--- config.mk ---
export PLATFORM = sky130hd
export DESIGN_NAME = mul_share_arb
export DESIGN_NICKNAME = d
export VERILOG_FILES = /design/src/rtl/mul_share_arb.sv
export SDC_FILE = /design/constraint.sdc
export NUM_CORES = 1
export LEC_CHECK = 0
export CORE_MARGIN = 3
export CORE_UTILIZATION = 42
export DETAILED_ROUTE_END_ITERATION = 8
export HOLD_SLACK_MARGIN = 0.03
export PLACE_DENSITY = 0.74
export SLEW_MARGIN = 15
export SYNTH_ARGS = -nofsm -noshare
export SYNTH_HDL_FRONTEND = slang
export SYNTH_HIERARCHICAL = 1
export SYNTH_SLANG_ARGS = --single-unit
--- constraint.sdc ---
create_clock -name clk -period 2.7 [get_ports clk]
set_clock_uncertainty 0.05 [all_clocks]
set_input_delay 0.54 -clock clk [delete_from_list [all_inputs] [get_ports clk]]
set_output_delay 0.54 -clock clk [all_outputs]
set_load 0.005 [all_outputs]
--- src/rtl/mul_share_arb.sv ---
// mul_share_arb: round-robin arbiter that time-shares one 4x4 unsigned
// multiplier among NREQ requesters. Accept -> MUL -> HOLD, one product
// per transaction, result tagged with the requester ID.

// Shared combinational 4x4 -> 8 unsigned multiplier.
module multiplier (
  input  logic [3:0] a,
  input  logic [3:0] b,
  output logic [7:0] y
);
  assign y = {4'b0, a} * {4'b0, b};
endmodule

module mul_share_arb #(
  parameter int NREQ = 4,
  parameter int IDW  = 2
) (
  input  logic                clk,
  input  logic                rst_n,
  input  logic [NREQ-1:0]     req_valid,
  input  logic [4*NREQ-1:0]   req_a,
  input  logic [4*NREQ-1:0]   req_b,
  output logic [NREQ-1:0]     req_ready,
  output logic                res_valid,
  output logic [IDW-1:0]      res_id,
  output logic [7:0]          res_y,
  input  logic                res_ready
);

  typedef enum logic [1:0] {IDLE, MUL, HOLD} state_t;

  state_t           state_q, state_d;
  logic [IDW-1:0]   last_q;
  logic [IDW-1:0]   id_q;
  logic [3:0]       opa_q, opb_q;
  logic             res_valid_q;
  logic [IDW-1:0]   res_id_q;
  logic [7:0]       res_y_q;

  logic             gnt_found;
  logic [IDW-1:0]   gnt_idx;
  logic [IDW-1:0]   cand;
  logic             ld_op, ld_res, clr_res;
  logic [7:0]       mul_y;

  // Single shared multiplier, fed only from the registered operands so the
  // product is immune to operand changes after the accept cycle.
  multiplier u_mul (
    .a (opa_q),
    .b (opb_q),
    .y (mul_y)
  );

  // Round-robin search: start one past the last grant, first valid wins.
  always_comb begin
    gnt_found = 1'b0;
    gnt_idx   = '0;
    cand      = '0;
    for (int k = 1; k <= NREQ; k++) begin
      cand = IDW'((int'(last_q) + k) % NREQ);
      if (!gnt_found && req_valid[cand]) begin
        gnt_found = 1'b1;
        gnt_idx   = cand;
      end
    end
  end

  // State register.
  always_ff @(posedge clk) begin
    if (!rst_n) state_q <= IDLE;
    else        state_q <= state_d;
  end

  // Next state, accept strobe and datapath load enables.
  always_comb begin
    state_d   = state_q;
    req_ready = '0;
    ld_op     = 1'b0;
    ld_res    = 1'b0;
    clr_res   = 1'b0;
    unique case (state_q)
      IDLE: if (gnt_found) begin
        req_ready[gnt_idx] = 1'b1;
        ld_op              = 1'b1;
        state_d            = MUL;
      end
      MUL: begin
        ld_res  = 1'b1;
        state_d = HOLD;
      end
      HOLD: if (res_ready) begin
        clr_res = 1'b1;
        state_d = IDLE;
      end
      default: state_d = IDLE;
    endcase
    // No accept may be signalled while the block is being reset.
    if (!rst_n) begin
      req_ready = '0;
      ld_op     = 1'b0;
      ld_res    = 1'b0;
      clr_res   = 1'b0;
    end
  end

  // Operand capture, round-robin pointer and result registers.
  always_ff @(posedge clk) begin
    if (!rst_n) begin
      last_q      <= IDW'(NREQ - 1);
      id_q        <= '0;
      opa_q       <= '0;
      opb_q       <= '0;
      res_valid_q <= 1'b0;
      res_id_q    <= '0;
      res_y_q     <= '0;
    end else begin
      if (ld_op) begin
        opa_q  <= req_a[{gnt_idx, 2'b00} +: 4];
        opb_q  <= req_b[{gnt_idx, 2'b00} +: 4];
        id_q   <= gnt_idx;
        last_q <= gnt_idx;
      end
      if (ld_res) begin
        res_y_q     <= mul_y;
        res_id_q    <= id_q;
        res_valid_q <= 1'b1;
      end
      if (clr_res) res_valid_q <= 1'b0;
    end
  end

  assign res_valid = res_valid_q;
  assign res_id    = res_id_q;
  assign res_y     = res_y_q;

endmodule

==> flow_metrics.py, run 1 <==
metrics = {
    "worst_hold_path": {
        "hold_path.class": "flip-flop to flip-flop",
        "hold_path_depth": 2,
        "min_from": "res_y[6]",
        "hold-path-endpoint": "res_y[6]",
    },
    "setup_path": {
        "slowest_delay_ps": 520,
        "startpoint": "opa_q[2]",
        "critPathMaxFanout": 2,
        "required_ps": 2860,
        "reg2reg_from": "opa_q[2]",
        "worstReg2RegEnd": "res_y[6]",
        "crit_slowest_cell": "fa_1",
        "path_common_cell": "fa_2",
        "end_kind": "flip-flop",
        "reg2reg_slack_ps": -30,
        "critPathKind": "flip-flop to flip-flop",
        "critical_path_arrival_ps": 2880,
        "r2r_cells": 11,
        "cp_cell_sequence": "nand2_2, fa_1, inv_1, fa_2, buf_6, fa_2, a21o_2, a21oi_2, xnor2_1, nand2_1, a21boi_1",
        "start_kind": "flip-flop",
    },
    "logic_synthesis": {
        "synth_most_common_cell": "nand2_1",
        "yosys_register_bits": 25,
        "yosysTopAreaCellShare_pct": 28.1,
        "synth_ff_type": "dfxtp_1",
        "netlist_area_sq_um": 1780,
        "ys_types": 41,
        "netlist_instances": 214,
        "ys.warnings.count": 6,
        "synth-edff-count": 0,
        "postSynthAreaPerCell_sq_um": 8.31,
        "synth-async-reset-ratio_pct": 0,
        "synth_seq_area_share_pct": 28.1,
        "synth_top_family_by_area": "simple AND/OR/NAND/NOR gates",
        "syn_nets": 269,
        "muxShareOfSynthArea_pct": 4.50,
        "synthTopCellsByArea": "dfxtp_1 (28%), ha_1 (8.4%), nand2_1 (5.7%)",
        "synth_xor_area_share_pct": 1.48,
        "synth_compound_area_share_pct": 21.4,
        "synth_top_area_cell": "dfxtp_1",
        "synth_common_cells": "nand2_1 (27), dfxtp_1 (25), and2_1 (16)",
        "synth-simple-area-share_pct": 26.4,
        "synthAdderAreaFrac_pct": 12.9,
    },
    "timing": {
        "rsz0062_at_grt": "yes",
        "fmax_ghz": 0.367,
        "finalSetupViolations": 2,
        "finalCriticalPeriod_ps": 2730,
        "period_share_pct": 101,
        "tightest_slew_ps": 781,
        "hold_violations": 0,
        "finalWorstSetupSlack_ps": -27.0,
        "slew_violations": 0,
        "relSlewSlack_pct": 47.8,
        "tns_ps": -53.4,
    },
    "route": {
        "wl_met3_um": 238,
        "met2_length_um": 1930,
        "drc_errors": 0,
        "wirelength_um": 4140,
        "vias_per_cell": 5.15,
        "routedWlPerCell_um": 12.3,
        "via_count": 1731,
        "final_antenna_net_count": 0,
        "drtIter0Drc": 77,
        "drt_pass1_iterations": 4,
        "topRoutingLayerUsed": "met4",
        "wl_met1_um": 1960,
    },
    "clock_network": {
        "cts_tree": "yes",
        "root_buffer": "clkbuf_8",
        "cts_num_sinks": 25,
        "cts_made_buffers": 3,
        "clockBufferDepth": 2,
        "htreeDepth": 1,
        "clock_latency_ps": 270,
        "path_clk_slew_ps": 90,
    },
    "floorplan": {
        "dieArea_sq_um": 5050,
        "pin_count": 54,
        "chipWidth_um": 71.1,
        "start_util_pct": 43.8,
        "num_rows": 23,
        "coreArea_sq_um": 4060,
        "die_y_um": 71.1,
    },
    "grt": {
        "track_usage_pct": 16.1,
        "grt_pass1_vias": 1619,
        "grt_max_degree": 25,
        "antenna_found_initial": 0,
        "overflow": 0,
        "grt_pass1_wl_um": 6880,
    },
    "cells_and_area": {
        "final_util_pct": 64.4,
        "layout-drive-gt1-share_pct": 17.5,
        "ff_latch_area_sq_um": 505,
        "area_growth_pct": 46.8,
        "diodes": 0,
        "nFillCells": 366,
        "nets": 342,
        "multiInputGateArea_sq_um": 1250,
    },
    "flow_run": {
        "max-cap-violations": 0,
    },
    "placed_design": {
        "io_buffer_count": 53,
        "dp.final_hpwl_um": 3250,
        "place_congestion": 0.875,
    },
    "outcome": {
        "violations": "negative setup slack",
        "status": "finished, violations left",
    },
    "power": {
        "p_leak_nw": 1.14,
        "worst_ir_drop_vdd_mv": 0.266,
        "power_mw": 1.08,
        "power_density_nw_per_um2": 412,
    },
}
## power by group
part           switching, mW  leakage, nW  internal, mW
Sequential            0.0332        0.206         0.411
Clock                  0.123       0.0217         0.104
Combinational          0.176        0.913         0.228
Total                  0.332         1.14         0.744
## metrics by stage
step,cell area (sq um),setup slack (ps),instances,hold WS [ps]
final,2610,-27.0,336,407
after floorplan,1780,5.79,214,385
after global routing,2610,-164,336,441
after CTS,2560,-82.8,334,409
after detailed placement,2480,-240,328,403
after global placement,2480,-172,328,393
## worst max-delay path by stage
stage	end	slack [ps]
global placement	req_ready[2]	-170
floorplan	res_y[7]	6
CTS	res_y[7]	-80
global route	res_y[6]	-160
detailed placement	req_ready[2]	-240
finish	res_y[6]	-30
## cells in the final DEF, fill, tap and decap left out, drive strengths merged, types with 3 or more instances in the layout
cell | netlist | routed
clkdlybuf4s50 | 0 | 49
inv | 12 | 12
and2 | 16 | 16
clkbuf | 4 | 5
ha | 12 | 12
and4 | 8 | 8
dfxtp | 25 | 25
o211a | 3 | 3
buf | 5 | 24
a21o | 3 | 3
nor2 | 6 | 6
o21ai | 13 | 13
a31oi | 9 | 9
nand2b | 5 | 5
nand2 | 28 | 28
o211ai | 8 | 8
nor3b | 3 | 3
a21oi | 3 | 3
nand3 | 11 | 11
a21boi | 11 | 11
mux2i | 8 | 8
fa | 4 | 4
## worst max-delay path: cells and delay by family, from the launching register on
family | cells | cell delay, ps
fa+ha+maj | 3 | 1310
buf+inv | 2 | 190
flops | 1 | 340
simple gates | 2 | 120
xor+xnor | 1 | 130
compound gates | 3 | 520
## area by class of cell
cell class	count	share of cell area, %
multi-input cells	168	47.7
repair buffers	77	26.9
flip-flops and latches	25	19.4
well taps	50	2.40
inverters	12	1.72
clock buffers	3	1.58
clock inverters	1	0.287
## flip-flops by register name, summed over array words and instances, names as in the netlist
name       flops
res_y          8
res_id         2
res_valid      1
opa_q          4
state_q        2
opb_q          4
last_q         2
id_q           2
## metal layers
layer | track usage (%) | vias to the layer above
li1 | - | 911
met1 | 21.6 | 770
met2 | 27.2 | 48
met3 | 3.41 | 2
met4 | 2.51 | 0
met5 | 0 | -
## repair_timing
item / CTS / global route
cloned: 0 / 0
pin swaps: 11 / 11
endpoints found under the hold margin: 0 / 0
endpoints found under the setup margin: 6 / 7
gates resized for setup: 10 / 15
buffers inserted: 2 / 2
hold buffers: 0 / 0
## cell families (layout without fill, tap and decap cells)
kind of cell	count (synthesis)	in the layout
AND/OR/NAND/NOR	85	85
buffers and inverters	21	93
flip-flops	25	25
XOR/XNOR	3	3
adder cells (fa/ha/maj)	16	16
AO/OA/AOI/OAI	56	56
multiplexers	8	8
(Power assumes the default switching activity.)
==> run 2: changes to the inputs <==
--- a/config.mk
+++ b/config.mk
@@ -10,7 +10,6 @@
 export DETAILED_ROUTE_END_ITERATION = 8
 export HOLD_SLACK_MARGIN = 0.03
 export PLACE_DENSITY = 0.74
-export SLEW_MARGIN = 15
 export SYNTH_ARGS = -nofsm -noshare
 export SYNTH_HDL_FRONTEND = slang
 export SYNTH_HIERARCHICAL = 1
==> constraint.sdc (replaced) <==
create_clock -name clk -period 2.4 [get_ports clk]
set_clock_uncertainty 0.05 [all_clocks]
set_input_delay 0.48 -clock clk [delete_from_list [all_inputs] [get_ports clk]]
set_output_delay 0.48 -clock clk [all_outputs]
set_load 0.005 [all_outputs]
==> run 2 against run 1 <==
  * The flow still finishes with violations (negative setup slack)
  * Register-to-register slack got worse by 320 ps
  * Wire length about the same
  * Largest power group unchanged
  * Final cell count increased by 2.1%
  * Global-route usage increased by 1.1 points
  * Die area unchanged
  * Sequential share of layout area decreased by 0.30 points
  * Non-clock buffer count increased by 7
  * Power increased by 13%
  * Fmax decreased by 0.60%
  * Highest routed layer unchanged
  * Combinational power increased by 15%
==> flow_metrics.py, run 2 (synthesis results as in run 1) <==
metrics = {
    "setup_path": {
        "end_kind": "flip-flop",
        "critical_path_arrival_ps": 2900,
        "critPathMaxFanout": 3,
        "startpoint": "opb_q[3]",
        "reg2reg_slack_ps": -340,
        "crit_path_end": "res_y[7]",
        "r2r_cells": 10,
        "critPathKind": "flip-flop to flip-flop",
        "required_ps": 2560,
        "reg2reg_from": "opb_q[3]",
        "start_kind": "flip-flop",
        "worstReg2RegEnd": "res_y[7]",
    },
    "clock_network": {
        "cts_num_sinks": 25,
        "cts_tree": "yes",
        "clock_latency_ps": 270,
        "root_buffer": "clkbuf_8",
        "htreeDepth": 1,
        "cts_made_buffers": 3,
        "holdBufCountCts": 0,
        "path_clk_slew_ps": 90,
        "clockBufferDepth": 2,
    },
    "route": {
        "wirelength_um": 4140,
        "drtIter0Drc": 72,
        "drc_errors": 0,
        "vias_per_cell": 5.14,
        "via_count": 1763,
        "routedWlPerCell_um": 12.1,
        "drt_pass1_iterations": 4,
        "final_antenna_net_count": 0,
    },
    "cells_and_area": {
        "diodes": 0,
        "largest_reg_flops": 8,
        "nets": 349,
        "fin_cells": 343,
        "mostFrequentLayoutCell": "clkdlybuf4s50_1",
        "fin_area_sq_um": 2650,
        "final_util_pct": 65.4,
        "final_cell_mix": "clkdlybuf4s50_1 (45), buf_4 (31), nand2_1 (26)",
        "area_growth_pct": 49.1,
        "layout-drive-gt1-share_pct": 19.1,
        "nFillCells": 353,
    },
    "grt": {
        "overflow": 0,
        "track_usage_pct": 17.2,
        "grt_max_degree": 25,
        "grt_pass1_vias": 1686,
        "antenna_found_initial": 0,
        "grt_pass1_wl_um": 7330,
    },
    "floorplan": {
        "start_util_pct": 43.8,
        "num_rows": 23,
        "die_y_um": 71.1,
        "coreArea_sq_um": 4060,
        "pin_count": 54,
        "dieArea_sq_um": 5050,
        "chipWidth_um": 71.1,
    },
    "power": {
        "power_switching_share_pct": 30.7,
        "power_mw": 1.22,
        "internal_power_uw": 843,
        "p_seq_share_pct": 41.0,
        "power_density_nw_per_um2": 459,
        "power_switching_uw": 374,
        "worst_ir_drop_vdd_mv": 0.239,
        "combPwrFrac_pct": 38.2,
        "clkPwrFrac_pct": 20.8,
        "p_leak_nw": 1.21,
    },
    "timing": {
        "slew_violations": 0,
        "hold_violations": 0,
        "finalSetupViolations": 4,
        "finalCriticalPeriod_ps": 2740,
        "period_share_pct": 114,
        "relSlewSlack_pct": 49.1,
        "fmax_ghz": 0.364,
        "finalWorstSetupSlack_ps": -344,
        "rsz0062_at_grt": "yes",
        "tightest_slew_ps": 762,
    },
    "placed_design": {
        "dp.final_hpwl_um": 3330,
        "place_area_sq_um": 2550,
        "place_congestion": 0.835,
        "dp_cells": 336,
        "io_buffer_count": 53,
    },
    "flow_run": {
        "max-cap-violations": 0,
    },
    "outcome": {
        "violations": "negative setup slack",
        "status": "finished, violations left",
    },
    "worst_hold_path": {
        "hold_path.class": "flip-flop to flip-flop",
    },
}
## run 2: changes by cell type in the layout (fill, tap and decap cells not counted), moves of 2 or more
cell | previous run | this run
a21boi_1 | 3 | 6
dlygate4sd2_1 | 1 | 6
a21boi_0 | 8 | 5
clkdlybuf4s50_1 | 49 | 45
buf_4 | 23 | 31
clkbuf_2 | 2 | 0
## run 2: repair_timing
item / 4_1_cts / 5_1_grt
setup endpoints to repair: 9 / 5
pin swaps: 4 / 0
resized for setup: 21 / 1
buffers inserted: 3 / 0
## run 2: cell type report
cell class	instances	area (sq um)	share of cell area, %
clock buffers	3	41.3	1.56
multi-input cells	168	1240	46.6
well taps	50	62.6	2.36
flip-flops and latches	25	505	19.1
repair buffers	84	757	28.5
inverters	12	45.0	1.70
clock inverters	1	5.00	0.189
## run 2: power groups by stage
stage,Clock (mW),Sequential [mW],Combinational (mW)
after floorplan,0,0.504,0.232
after global routing,0.277,0.505,0.517
after CTS,0.259,0.497,0.466
after detailed placement,0,0.505,0.448
final,0.254,0.499,0.465
after global placement,0,0.504,0.441
## run 2: worst min-delay path by stage
stage | cells after the start | to | startpoint | slack [ps]
finish | 2 | res_y[6] | res_y[6] | 400
floorplan | 2 | id_q[1] | id_q[1] | 390
detailed placement | 2 | res_y[6] | res_y[6] | 400
global route | 2 | res_y[4] | res_y[4] | 430
CTS | 2 | res_y[4] | res_y[4] | 410
global placement | 2 | res_y[5] | res_y[5] | 390
## run 2: critical path, stage by stage, from the launching register on
cell and delay (ps):
dfxtp_2 350, nand2_2 60, fa_1 520, inv_1 50, fa_1 460, ha_1 310
a211oi_1 80, or4b_1 480, o2111ai_2 110, nand2_1 70, a21boi_1 130
## run 2: stage by stage
step,setup slack [ps],setup TNS (ps),hold slack (ps)
floorplan,-222,-312,385
global placement,-363,-2730,391
detailed placement,-404,-3060,396
CTS,-350,-991,407
global route,-479,-1540,427
finish,-344,-965,404
## run 2: layer usage
layer	track usage (%)	vias to the layer above	routed length, um
li1	-	925	-
met4	3.13	0	27
met5	0	-	0
met2	31.3	62	2010
met3	3.27	6	245
met1	21.1	770	1850
